===== src/rtl/facelet_fb_writer_pkg.sv =====
// Shared definitions for the facelet framebuffer writer.
// Holds framebuffer geometry, the FSM state encoding, the face-origin
// table, the colour palette and the facelet-to-pixel address helper.
package facelet_fb_writer_pkg;

  localparam int unsigned FB_W       = 64;
  localparam int unsigned FB_H       = 48;
  localparam int unsigned FB_SIZE    = FB_W * FB_H;
  localparam int unsigned FACELETS   = 54;
  localparam int unsigned NUM_FACES  = 6;
  localparam int unsigned FACE_CELLS = 9;
  localparam int unsigned CELL_PITCH = 3;

  localparam int unsigned ADDR_W = 15;
  localparam int unsigned RGB_W  = 24;

  typedef enum logic [2:0] {
    StIdle,
    StClear,
    StAccept,
    StWrite,
    StDone
  } state_e;

  // Top-left pixel of each face, indexed U, L, F, R, B, D.
  localparam logic [5:0] FACE_OX [NUM_FACES] = '{6'd12, 6'd2, 6'd12, 6'd22, 6'd32, 6'd12};
  localparam logic [5:0] FACE_OY [NUM_FACES] = '{6'd10, 6'd20, 6'd20, 6'd20, 6'd20, 6'd30};

  localparam logic [RGB_W-1:0] PAL_WHITE   = 24'hFFFFFF;
  localparam logic [RGB_W-1:0] PAL_ORANGE  = 24'hFF4000;
  localparam logic [RGB_W-1:0] PAL_GREEN   = 24'h00FF00;
  localparam logic [RGB_W-1:0] PAL_RED     = 24'hFF0000;
  localparam logic [RGB_W-1:0] PAL_BLUE    = 24'h0000FF;
  localparam logic [RGB_W-1:0] PAL_YELLOW  = 24'hFFFF00;
  localparam logic [RGB_W-1:0] PAL_MAGENTA = 24'hFF00FF;
  localparam logic [RGB_W-1:0] PAL_BLACK   = 24'h000000;

  function automatic logic facelet_in_range(logic [2:0] face, logic [3:0] idx);
    return (face < 3'(NUM_FACES)) && (idx < 4'(FACE_CELLS));
  endfunction

  // Address of one pixel of a facelet's 2x2 block; step[0]=dx, step[1]=dy.
  // Out-of-range words are never written, so they just map to face 0 / cell 0.
  function automatic logic [ADDR_W-1:0] facelet_pixel(logic [2:0] face, logic [3:0] idx,
                                                      logic [1:0] step);
    int unsigned f;
    int unsigned i;
    int unsigned x;
    int unsigned y;
    f = facelet_in_range(face, idx) ? int'(face) : 0;
    i = facelet_in_range(face, idx) ? int'(idx) : 0;
    x = int'(FACE_OX[f]) + CELL_PITCH * (i % 3) + int'(step[0]);
    y = int'(FACE_OY[f]) + CELL_PITCH * (i / 3) + int'(step[1]);
    return ADDR_W'(y * FB_W + x);
  endfunction

endpackage


===== src/rtl/facelet_fb_writer_if.sv =====
// Facelet input stream and framebuffer write port.
//   fc_valid/fc_ready : facelet word handshake, fc_face/fc_idx/fc_color payload
//   mem_address/mem_data/mem_wren : framebuffer write port
// master = facelet source / framebuffer sink, slave = the writer.
interface facelet_fb_writer_if;
  import facelet_fb_writer_pkg::*;

  logic              fc_valid;
  logic              fc_ready;
  logic [2:0]        fc_face;
  logic [3:0]        fc_idx;
  logic [2:0]        fc_color;
  logic [ADDR_W-1:0] mem_address;
  logic [RGB_W-1:0]  mem_data;
  logic              mem_wren;

  modport master (
    output fc_valid, fc_face, fc_idx, fc_color,
    input  fc_ready, mem_address, mem_data, mem_wren
  );

  modport slave (
    input  fc_valid, fc_face, fc_idx, fc_color,
    output fc_ready, mem_address, mem_data, mem_wren
  );

endinterface


===== src/rtl/facelet_palette.sv =====
// Colour decode: 3-bit facelet colour code to 24-bit {R,G,B}. Combinational.
//   code : packed colour code
//   rgb  : framebuffer pixel value
module facelet_palette
  import facelet_fb_writer_pkg::*;
(
  input  logic [2:0]       code,
  output logic [RGB_W-1:0] rgb
);

  always_comb begin
    rgb = PAL_MAGENTA;
    case (code)
      3'b000:  rgb = PAL_WHITE;
      3'b001:  rgb = PAL_ORANGE;
      3'b010:  rgb = PAL_GREEN;
      3'b011:  rgb = PAL_RED;
      3'b100:  rgb = PAL_BLUE;
      3'b101:  rgb = PAL_YELLOW;
      default: rgb = PAL_MAGENTA;
    endcase
  end

endmodule


===== src/rtl/facelet_fb_writer.sv =====
// Draws a 54-facelet cube net into a 64x48 framebuffer.
// A start pulse clears the framebuffer to black, then 54 facelet words are
// accepted one at a time; each valid word is drawn as a 2x2 pixel block,
// each out-of-range word is dropped with an err pulse. done pulses once
// the 54th word has been handled.
//   clk, rst   : clock, asynchronous active-low reset
//   start      : redraw request (IDLE only)
//   bus        : facelet stream in, framebuffer write port out
//   busy       : not IDLE
//   done, err  : single-cycle status pulses
// All outputs are registered.
module facelet_fb_writer
  import facelet_fb_writer_pkg::*;
(
  input  logic                clk,
  input  logic                rst,
  input  logic                start,
  facelet_fb_writer_if.slave  bus,
  output logic                busy,
  output logic                done,
  output logic                err
);

  state_e            state_q;
  logic [5:0]        count_q;
  logic [1:0]        step_q;
  logic [2:0]        face_q;
  logic [3:0]        idx_q;
  logic [2:0]        color_q;
  logic              fc_ready_q;
  logic              mem_wren_q;
  logic [ADDR_W-1:0] mem_address_q;
  logic [RGB_W-1:0]  mem_data_q;
  logic              busy_q;
  logic              done_q;
  logic              err_q;

  logic              accept;
  logic              in_range;
  logic              last_word;
  logic [2:0]        sel_face;
  logic [3:0]        sel_idx;
  logic [2:0]        sel_color;
  logic [1:0]        step_n;
  logic [ADDR_W-1:0] pix_addr;
  logic [RGB_W-1:0]  pal_rgb;

  // The first pixel goes out the cycle after acceptance, so in ACCEPT the
  // address and colour come straight from the bus; in WRITE from the latches.
  always_comb begin
    accept    = bus.fc_valid && fc_ready_q;
    sel_face  = (state_q == StAccept) ? bus.fc_face  : face_q;
    sel_idx   = (state_q == StAccept) ? bus.fc_idx   : idx_q;
    sel_color = (state_q == StAccept) ? bus.fc_color : color_q;
    step_n    = (state_q == StAccept) ? 2'd0 : step_q + 2'd1;
    in_range  = facelet_in_range(bus.fc_face, bus.fc_idx);
    last_word = (count_q == 6'(FACELETS - 1));
    pix_addr  = facelet_pixel(sel_face, sel_idx, step_n);
  end

  facelet_palette u_palette (
    .code (sel_color),
    .rgb  (pal_rgb)
  );

  always_ff @(posedge clk or negedge rst) begin
    if (!rst) begin
      state_q       <= StIdle;
      count_q       <= '0;
      step_q        <= '0;
      face_q        <= '0;
      idx_q         <= '0;
      color_q       <= '0;
      fc_ready_q    <= 1'b0;
      mem_wren_q    <= 1'b0;
      mem_address_q <= '0;
      mem_data_q    <= '0;
      busy_q        <= 1'b0;
      done_q        <= 1'b0;
      err_q         <= 1'b0;
    end else begin
      done_q <= 1'b0;
      err_q  <= 1'b0;
      unique case (state_q)
        StIdle: begin
          if (start) begin
            state_q       <= StClear;
            busy_q        <= 1'b1;
            count_q       <= '0;
            mem_wren_q    <= 1'b1;
            mem_address_q <= '0;
            mem_data_q    <= PAL_BLACK;
          end
        end

        StClear: begin
          if (mem_address_q == ADDR_W'(FB_SIZE - 1)) begin
            state_q    <= StAccept;
            mem_wren_q <= 1'b0;
            fc_ready_q <= 1'b1;
          end else begin
            mem_address_q <= mem_address_q + 1'b1;
          end
        end

        StAccept: begin
          if (count_q == 6'(FACELETS)) begin
            // Only reached when the final word was out of range.
            state_q <= StDone;
            done_q  <= 1'b1;
          end else if (accept) begin
            face_q  <= bus.fc_face;
            idx_q   <= bus.fc_idx;
            color_q <= bus.fc_color;
            count_q <= count_q + 1'b1;
            if (in_range) begin
              state_q       <= StWrite;
              fc_ready_q    <= 1'b0;
              step_q        <= '0;
              mem_wren_q    <= 1'b1;
              mem_address_q <= pix_addr;
              mem_data_q    <= pal_rgb;
            end else begin
              err_q <= 1'b1;
              // Stop taking words after the last one so its err cycle can
              // precede DONE.
              if (last_word) begin
                fc_ready_q <= 1'b0;
              end
            end
          end
        end

        StWrite: begin
          if (step_q == 2'd3) begin
            mem_wren_q <= 1'b0;
            if (count_q == 6'(FACELETS)) begin
              state_q <= StDone;
              done_q  <= 1'b1;
            end else begin
              state_q    <= StAccept;
              fc_ready_q <= 1'b1;
            end
          end else begin
            step_q        <= step_n;
            mem_address_q <= pix_addr;
          end
        end

        StDone: begin
          state_q <= StIdle;
          busy_q  <= 1'b0;
        end

        default: begin
          state_q    <= StIdle;
          busy_q     <= 1'b0;
          fc_ready_q <= 1'b0;
          mem_wren_q <= 1'b0;
        end
      endcase
    end
  end

  assign bus.fc_ready    = fc_ready_q;
  assign bus.mem_wren    = mem_wren_q;
  assign bus.mem_address = mem_address_q;
  assign bus.mem_data    = mem_data_q;
  assign busy            = busy_q;
  assign done            = done_q;
  assign err             = err_q;

endmodule


===== src/flat_wrapper.sv =====
// flat-port wrapper written by rule: the top's interface ports become plain ports
module facelet_fb_writer_flat import facelet_fb_writer_pkg::*;
  (clk, rst, start, busy, done, err, bus_fc_valid, bus_fc_face, bus_fc_idx, bus_fc_color, bus_fc_ready, bus_mem_address, bus_mem_data, bus_mem_wren);
  facelet_fb_writer_if bus_i ();
  input  logic clk;
  input  logic rst;
  input  logic start;
  output logic busy;
  output logic done;
  output logic err;
  input wire logic [$bits(bus_i.fc_valid)-1:0] bus_fc_valid;
  input wire logic [$bits(bus_i.fc_face)-1:0] bus_fc_face;
  input wire logic [$bits(bus_i.fc_idx)-1:0] bus_fc_idx;
  input wire logic [$bits(bus_i.fc_color)-1:0] bus_fc_color;
  output wire logic [$bits(bus_i.fc_ready)-1:0] bus_fc_ready;
  output wire logic [$bits(bus_i.mem_address)-1:0] bus_mem_address;
  output wire logic [$bits(bus_i.mem_data)-1:0] bus_mem_data;
  output wire logic [$bits(bus_i.mem_wren)-1:0] bus_mem_wren;
  assign bus_i.fc_valid = bus_fc_valid;
  assign bus_i.fc_face = bus_fc_face;
  assign bus_i.fc_idx = bus_fc_idx;
  assign bus_i.fc_color = bus_fc_color;
  assign bus_fc_ready = bus_i.fc_ready;
  assign bus_mem_address = bus_i.mem_address;
  assign bus_mem_data = bus_i.mem_data;
  assign bus_mem_wren = bus_i.mem_wren;
  facelet_fb_writer u_core (.clk(clk), .rst(rst), .start(start), .bus(bus_i), .busy(busy), .done(done), .err(err));
endmodule

===== config.mk =====
export PLATFORM = sky130hd
export DESIGN_NAME = facelet_fb_writer_flat
export DESIGN_NICKNAME = d
export VERILOG_FILES = /design/src/rtl/facelet_fb_writer_pkg.sv /design/src/rtl/facelet_fb_writer_if.sv /design/src/rtl/facelet_palette.sv /design/src/rtl/facelet_fb_writer.sv /design/src/flat_wrapper.sv
export SDC_FILE = /design/constraint.sdc
export NUM_CORES = 1
export LEC_CHECK = 0
export CORE_ASPECT_RATIO = 0.6
export CORE_MARGIN = 2
export CORE_UTILIZATION = 25
export CTS_BUF_LIST = sky130_fd_sc_hd__clkbuf_16
export CTS_CLUSTER_DIAMETER = 50
export CTS_CLUSTER_SIZE = 20
export DETAILED_ROUTE_END_ITERATION = 16
export HOLD_SLACK_MARGIN = 0.1
export PLACE_DENSITY_LB_ADDON = 0.12
export SLEW_MARGIN = 20
export SYNTH_ARGS = -nofsm -noshare
export SYNTH_HDL_FRONTEND = slang
export SYNTH_SLANG_ARGS = --single-unit
export TNS_END_PERCENT = 10

===== constraint.sdc =====
create_clock -name clk -period 20.8 [get_ports clk]
set_input_delay 3.12 -clock clk [delete_from_list [all_inputs] [get_ports clk]]
set_output_delay 3.12 -clock clk [all_outputs]
set_load 0.03 [all_outputs]

# Word level (Yosys, flattened, before mapping)
# Memory sizes are Yosys's and may differ from the RTL's.
# Index checks and enable logic that the tools add are counted.
[op_classes] n_addsub=8 n_mul=2 div=2 n_lt_le_gt_ge=5 eq_ne=25 mux=63 bitwise=5 n_reduce_logical=19
[op_table] operator="$pmux 24 s6" count=1
[op_table] operator="$mux 24" count=4
[op_table] operator="$mux 15" count=6
[op_table] operator="$pmux 15 s4" count=1
[op_table] operator="$pmux 24 s2" count=1
[op_table] operator="$mux 6" count=7
[op_table] operator="$ge 33x4->1 const B" count=1
[op_table] operator="$not 32->33" count=1
[op_table] operator="$div 32x2->32 const B" count=1
[op_table] operator="$mod 32x2->32 const B" count=1
[op_table] operator="$mul 2x32->15 const A" count=1
[op_table] operator="$mul 2x32->9 const A" count=1
[op_table] operator="$mux 3" count=10
[op_table] operator="$reduce_and 7->1" count=3
[op_table] operator="$mux 1" count=19
[op_table] operator="$add 15x1->15" count=1
[op_table] operator="$add 15x1->15 const B" count=1
[op_table] operator="$add 15x15->15" count=1
[op_table] operator="$add 6x15->15" count=1
[op_table] operator="$eq 15x12->1 const B" count=1
[op_table] operator="$reduce_and 5->1" count=3
[op_table] operator="$eq 3x2->1 const B" count=4
[op_table] operator="$eq 6x6->1 const B" count=2
[op_table] operator="$pmux 3 s4" count=1
[op_table] operator="other kinds (30)" count=56
[word_totals] reg_bits=65 romBits=96 in_bits=14 out_inout_bits=44 word_cells=144 memories=2
[mem_list] memory="(name not given)" words=8 width=6 read_ports=1 rd_clocked_by_memory_dff=0 wr=0 line="facelet_fb_writer_pkg.sv:53" rtl="y = int'(FACE_OY[f]) + CELL_PITCH * (i / 3) + int'(step[1]);"
[mem_list] memory="(name not given)" words=8 width=6 read_ports=1 rd_clocked_by_memory_dff=0 wr=0 line="facelet_fb_writer_pkg.sv:52" rtl="x = int'(FACE_OX[f]) + CELL_PITCH * (i % 3) + int'(step[0]);"

# Logic depth before layout (Yosys ltp)
# Gate-level depths: netlist (run 1).
[depth] word_depth=16 depth_mapped=33 depth_no_buf=29

# Hierarchy
# A second synthesis (run 1) with hierarchy kept.
[hier_totals] hier_cells=600 hier_area_um2=5288.8
[by_module_without_submodules] mod="facelet_fb_writer" instances=1 cells_per_inst=573 area_per_inst_um2=5087.4 seq_area_each_um2=1626.6
[by_module_without_submodules] mod="facelet_palette" instances=1 cells_per_inst=27 area_per_inst_um2=201.4 seq_area_each_um2=0.0

# Worst setup path before layout (run 1)
# No wires, ideal clock.
[synth_path] kind="input to register" startpoint="in bus_fc_idx[2]" endpoint="reg u_core.mem_address_q[14], in the netlist u_core.bus.mem_address[14]" setup_ns=0.144 arrival_time_ns=9.831 required_ns=20.656 setup_slack_ns=10.825 stages=30 n_path_buf=2 path_cell_list="or3_1 a21oi_1 o21ai_2 a21oi_1 ha_1 ha_1 buf_1 a2111oi_0 o22ai_1 o21ai_0 ha_1 nor4b_2 and2_1 buf_4 inv_4 fa_1 ha_1 inv_1 fa_1 xnor2_1 fa_1 ha_1 a21oi_1 nor2b_1 o21a_1 a2111oi_0 o21bai_1 a21o_1 xnor2_1 o221ai_1"
[synth_between] elab_chain_cells=15 word_cells_on_any_way=30 classes_between="add/sub: 5; mul: 2; div: 2; order compare: 2; eq/ne: 1; mux: 12; bitwise: 1; reduce/logical: 3; memory: 2"
[synth_rtl] item="from (decl)" line="flat_wrapper.sv:13" rtl="input wire logic [$bits(bus_i.fc_idx)-1:0] bus_fc_idx;"
[synth_rtl] item="parallel branches: the longest is 15 deep, another holds $mod 32x2->32"
[synth_rtl] item="to (signal assigned)" line="facelet_fb_writer.sv:102" rtl="mem_address_q <= mem_address_q + 1'b1;"
[synth_rtl] item="to (signal assigned)" line="facelet_fb_writer.sv:121" rtl="mem_address_q <= pix_addr;"
[synth_rtl] item="to (signal assigned)" line="facelet_fb_writer.sv:146" rtl="mem_address_q <= pix_addr;"
[synth_rtl] item="to (decl)" line="facelet_fb_writer.sv:32" rtl="logic [ADDR_W-1:0] mem_address_q;"
# Several ways; the timed one is not identified. The select of a mux whose other input is x is not followed.
# A chain may end at the register's enable or synchronous reset.

# Worst setup path in the final report (run 1)
# Ends and elaborated chain as after synthesis.

==> flow_metrics.tcl, run 1 <==
set metrics [dict create \
    status "finished clean" \
    ant_nets 0 \
    synth_most_common_cell "nand2_1" \
    critPathCaptureType "register" \
    rows 36 \
    ctsResizeCount 0 \
    reg2reg_from "u_core.state_q[0]" \
    finalHoldViolations 0 \
    clock-root-buffer "clkbuf_16" \
    yosysWarnings 0 \
    drt-initial-drc-count 248 \
    switching_share 0.323 \
    final.setup.tns_ns 0 \
    period_needed_ns 11.32 \
    final_util 0.307 \
    clk_path_buf_depth 2 \
    dieArea_um2 17900 \
    clkPwrFrac 0.368 \
    cp.arrival_ns 11.48 \
    first_pass_iters 4 \
    dp_hpwl_um 9080 \
    yosysSeqAreaShare 0.250 \
    min_path_cells 2 \
    nets 589 \
    start_kind "input port" \
    post_drt_wl_per_cell_um 15.4 \
    critPathMaxFanout 10 \
    hold_path_startpoint "u_core.face_q[0]" \
    synth-seq-cells 42 \
    vias 3589 \
    skew_ns 0.0100 \
    cp_common_cell "ha_1" \
    powerDensity_nw_per_um2 50.2 \
    relSlewSlack 0.465 \
    critPathSlowestCell "a2111oi_0" \
    drc_errors 0 \
    gr-total-overflow 0 \
    crit_type "in2reg" \
    floorplan.initialDensity 0.257 \
    hold_path_class "reg2reg" \
    cts_tree "yes" \
    ys_types 68 \
    startpoint "bus_fc_idx[2]" \
    worst_slew_pin_slew_ns 0.782 \
    pwr-share-seq 0.382 \
    period_share 0.544 \
    grt_pass1_wl_um 19300 \
    ios 58 \
    synthToLayoutAreaGrowth_pct 19.4 \
    wl_um 11700 \
    synth_edf_count 0 \
    cts.sinks 42 \
    fp.dieH_um 105 \
    cts_hold_buffers 0 \
    avgSynthCellArea_um2 8.51 \
    p_leak_nw 2.14 \
    cap_violations 0 \
    synthFlopType "dfrtp_1" \
    antenna_found_initial 0 \
    crit_required_ns 20.96 \
    p_switching_mw 0.0815 \
    htreeDepth 2 \
    drive_gt1_frac 0.0644 \
    fmax_mhz 88.3 \
    yosys-top-cells-count "nand2_1, dfrtp_1, nor2_1" \
    yosys-top-cells-area "dfrtp_1, ha_1, fa_1" \
    post_cts_buffers 0 \
    slew_violations 0 \
    slowest_delay_ns 0.67 \
    portBuffers 57 \
    synth_area_um2 4210 \
    coreArea_um2 16400 \
    clock_latency_ns 0.29 \
    synthArstFlopShare 1.00 \
    netlist_instances 495 \
    setup-violations-final 0 \
    internal-power_mw 0.171 \
    combPwrFrac 0.250 \
    synth_top_area_frac 0.250 \
    die_w_um 172 \
    yosysTopAreaCell "dfrtp_1" \
    r2r_cells 27 \
    grtUsageTotal 0.135 \
    grt_max_degree 43 \
    rsz0062_at_grt "false" \
    routabilityCongestion 0.832 \
    clk_pin_slew_ns 0.06 \
    grt_pass1_vias 3506 \
    vias_per_cell 4.75 \
    n_antenna_cell 0 \
    numCtsBuffers 5 \
    ir_drop_mv 0.0514 \
]
==> layout make-up <==
class                   count  area [um^2]
multi-input cells         391         2830
clock inverters             3         43.8
fillers                  1716        11300
flip-flops and latches     42         1050
well taps                 228          285
inverters                  28          108
clock buffers               5          125
repair buffers             59          583
==> cells in the final DEF, fill, tap and decap left out, types with 3 or more instances in the layout <==
| cell type | instances |
|---|---|
| a2111oi_0 | 4 |
| a21o_1 | 9 |
| a21oi_1 | 25 |
| a22o_1 | 5 |
| a22oi_1 | 4 |
| a31o_2 | 3 |
| a31oi_1 | 5 |
| and2_1 | 5 |
| and3_1 | 8 |
| buf_4 | 3 |
| clkbuf_16 | 5 |
| clkdlybuf4s50_1 | 56 |
| dfrtp_1 | 42 |
| fa_1 | 15 |
| ha_1 | 33 |
| inv_1 | 27 |
| mux2i_1 | 6 |
| nand2_1 | 60 |
| nand2b_1 | 4 |
| nand3_1 | 17 |
| nand4_1 | 5 |
| nor2_1 | 38 |
| nor2b_1 | 9 |
| nor3_1 | 8 |
| nor3b_1 | 3 |
| o21a_1 | 4 |
| o21ai_0 | 32 |
| o21ai_1 | 3 |
| o21bai_1 | 4 |
| o221ai_1 | 3 |
| o22ai_1 | 6 |
| o31ai_1 | 3 |
| o32ai_1 | 3 |
| or2_2 | 3 |
| or3_1 | 5 |
| xnor2_1 | 15 |
| xor2_1 | 7 |
==> routing by layer <==
layer  wire length [um]  track usage  vias up
met5                  0            0        -
met4                 45       0.0182        0
met3                408       0.0240        4
met2               4500        0.175       74
met1               6710        0.227     1695
li1                   -            -     1816
==> stage by stage <==
stage / hold slack (ns) / area [um^2] / worst slack, ns / power [mW] / std cells
after floorplan: 0.445 / 4210 / 10.83 / 0.136 / 496
after global placement: 0.459 / 4850 / 9.67 / 0.161 / 748
after detailed placement: 0.463 / 4850 / 9.27 / 0.161 / 748
after CTS: 0.479 / 5020 / 9.48 / 0.257 / 756
after global routing: 0.533 / 5030 / 8.68 / 0.266 / 756
final: 0.483 / 5030 / 9.48 / 0.252 / 756
==> power by group through the flow <==
stage               clock (mW)  sequential [mW]  combinational [mW]
finish                  0.0928           0.0964              0.0632
global route            0.0990           0.0979              0.0687
CTS                     0.0966           0.0962              0.0637
detailed placement           0           0.0976              0.0631
global placement             0           0.0978              0.0636
floorplan                    0            0.106              0.0301
==> worst max-delay path: cells and delay by family <==
kind	cells	cell delay, ns
adders and majority gates	8	2.99
AOI/OAI and AO/OA	12	2.96
and+or+nand+nor	4	1.32
buffers and inverters	3	0.72
xor gates and xnor gates	2	0.38
==> registers in the layout (all words and copies together) (netlist names) <==
register	flops
u_core.busy	1
u_core.bus.mem_wren	1
u_core.bus.mem_data	4
u_core.state_q	3
u_core.err	1
u_core.step_q	2
u_core.face_q	3
u_core.done	1
u_core.idx_q	4
u_core.count_q	6
u_core.bus.mem_address	15
u_core.bus.fc_ready	1
==> kinds of logic (layout without fill, tap and decap cells) <==
kind of cell / count (synthesis) / count (layout) / share of synthesized area
other: 1 / 2 / 0.000891
muxes: 8 / 8 / 0.0196
and+or+nand+nor: 179 / 179 / 0.215
buffers and inverters: 63 / 95 / 0.0811
xor gates and xnor gates: 22 / 22 / 0.0458
DFF: 42 / 42 / 0.250
AOI/OAI and AO/OA: 132 / 132 / 0.219
adders and majority gates: 48 / 48 / 0.169
==> worst paths after layout <==
path                                               to  slack (ns)
setup / recovery           u_core.bus.mem_address[14]        9.48
hold / removal                       u_core.face_q[0]        0.48
setup reg to reg           u_core.bus.mem_address[14]       12.35
hold reg to reg                      u_core.face_q[0]        0.48
max in group asynchronous  u_core.bus.mem_address[14]       17.57
min in group asynchronous           u_core.count_q[3]        2.82
(Power assumes the default switching activity.)
==> run 2, diff against run 1 <==
- clock period: 20.8 -> 9.75 ns (I/O delays scaled with it)
==> flow_metrics.tcl, run 2 (same netlist as run 1, synthesis figures left out) <==
set metrics [dict create \
    status "finished clean" \
    cts_tree "yes" \
    internal-power_mw 0.364 \
    slew_violations 0 \
    floorplan.initialDensity 0.257 \
    finalPower_mw 0.536 \
    worst_slew_pin_slew_ns 0.997 \
    p_leak_nw 2.14 \
    period_share 0.943 \
    drive_gt1_frac 0.0662 \
    fp.dieH_um 105 \
    powerDensity_nw_per_um2 106 \
    slowest_delay_ns 0.55 \
    ios 58 \
    clk_pin_slew_ns 0.06 \
    coreArea_um2 16400 \
    nets 590 \
    vias 3630 \
    setup-violations-final 0 \
    post_drt_wl_per_cell_um 15.5 \
    p_switching_mw 0.173 \
    start_kind "input port" \
    routabilityCongestion 0.823 \
    combPwrFrac 0.255 \
    ant_nets 0 \
    dp_hpwl_um 9110 \
    crit_type "in2reg" \
    dieArea_um2 17900 \
    die_w_um 172 \
    hold_path_class "reg2reg" \
    period_needed_ns 9.19 \
    clkPwrFrac 0.362 \
    dpl_cell_area_um2 4860 \
    rsz0062_at_grt "false" \
    grt_pass1_vias 3465 \
    numCtsBuffers 5 \
    grt_pass1_wl_um 19100 \
    n_antenna_cell 0 \
    critical-path-top-delay-family "adder cells" \
    layout_commonest_cell "nand2_1" \
    cp_common_cell "ha_1" \
    pwr-share-seq 0.383 \
    critPathMaxFanout 10 \
    wl_um 11700 \
    vias_per_cell 4.80 \
    synthToLayoutAreaGrowth_pct 19.6 \
    critPathSlowestCell "clkdlybuf4s50_1" \
    drt-initial-drc-count 258 \
    gr-total-overflow 0 \
    portBuffers 57 \
    cap_violations 0 \
    critPathCaptureType "register" \
    grtUsageTotal 0.134 \
    clk_path_buf_depth 2 \
    skew_ns 0.00952 \
    fmax_mhz 109 \
    cts.sinks 42 \
    first_pass_iters 5 \
    final_cell_area_um2 5040 \
    antenna_found_initial 0 \
    rows 36 \
    grt_max_degree 43 \
    ir_drop_mv 0.123 \
    fin_cells 757 \
    clock-root-buffer "clkbuf_16" \
    layout_common_cells "nand2_1, clkdlybuf4s50_1, dfrtp_1, nor2_1" \
    final_util 0.308 \
    relSlewSlack 0.331 \
    clock_latency_ns 0.29 \
    dp.cells 749 \
    finalHoldViolations 0 \
    post_cts_buffers 0 \
    path_buf_inv 3 \
    largest_register_ffs 15 \
    crit_required_ns 9.90 \
    htreeDepth 2 \
    drc_errors 0 \
    cp.arrival_ns 9.35 \
    switching_share 0.322 \
]
==> run 2: cell count changes in the layout (fill, tap and decap cells not counted), sizes merged <==
| cell | previous run | this run |
|---|---|---|
| clkinv | 1 | 0 |
| buf | 3 | 4 |
| clkinvlp | 0 | 1 |
==> run 2: final timing paths <==
check / startpoint / to / slack, ns / cells past startpoint
hold reg to reg: u_core.face_q[0] / u_core.face_q[0] / 0.48 / 2
max in group asynchronous: rst / u_core.idx_q[1] / 8.17 / 1
hold / removal: u_core.face_q[0] / u_core.face_q[0] / 0.48 / 2
min in group asynchronous: rst / u_core.count_q[2] / 1.18 / 1
setup / recovery: bus_fc_idx[2] / u_core.bus.mem_address[14] / 0.56 / 29
setup reg to reg: u_core.state_q[0] / u_core.bus.mem_address[14] / 1.55 / 27
==> run 2: final cells by class <==
cell class,count,area [um^2]
fill,1685,11300
multi-input combinational,391,2840
sequential,42,1050
timing repair buffer,60,591
tap,228,285
clock buffer,5,125
inverter,28,108
clock inverter,3,41.3
==> run 2: metrics by stage <==
| stage | hold WS, ns | setup WS, ns | TNS, ns |
|---|---|---|---|
| final | 0.482 | 0.556 | 0 |
| after global routing | 0.515 | 0.0995 | 0 |
| after CTS | 0.485 | 0.251 | 0 |
| after detailed placement | 0.469 | -0.00630 | -0.00630 |
| after global placement | 0.463 | 0.488 | 0 |
| after floorplan | 0.445 | 1.43 | 0 |
==> run 2: repair_timing <==
| item | CTS | global route |
|---|---|---|
| hold buffers | 0 | 0 |
| hold endpoints to repair | 0 | 0 |
| gates resized for setup | 0 | 3 |
| setup endpoints to repair | 0 | 2 |
==> run 2: power groups by stage <==
stage | combinational (mW) | clock [mW] | sequential (mW)
4_1_cts | 0.137 | 0.203 | 0.205
2_1_floorplan | 0.0642 | 0 | 0.226
3_3_place_gp | 0.136 | 0 | 0.209
3_5_place_dp | 0.136 | 0 | 0.208
6_report | 0.137 | 0.194 | 0.205
5_1_grt | 0.148 | 0.210 | 0.208
==> run 2: worst reg2reg max path, stage by stage (launching register included) <==
cell and delay (ns):
dfrtp_1 0.65, or3b_1 0.66, o21ai_2 0.29, a21oi_1 0.19, ha_1 0.30, ha_2 0.38, a2111oi_0 0.13, o22ai_1 0.36
o21ai_0 0.20, ha_1 0.29, nor4b_2 0.49, and2_1 0.35, inv_4 0.08, fa_1 0.54, ha_1 0.21, inv_1 0.07
fa_1 0.41, xnor2_1 0.20, fa_1 0.45, ha_1 0.37, a21oi_1 0.15, nor2b_1 0.08, o21a_1 0.18, a2111oi_2 0.37
o21bai_1 0.11, a21o_1 0.19, xnor2_1 0.20, o221ai_1 0.14
==> run 2: per-layer routing <==
metal  global-route usage  vias up  share of wire
met5                    0        -              0
met4               0.0163        0         0.0020
met3               0.0270        2          0.040
met2                0.180       80           0.40
met1                0.220     1741           0.56
li1                     -     1807              -
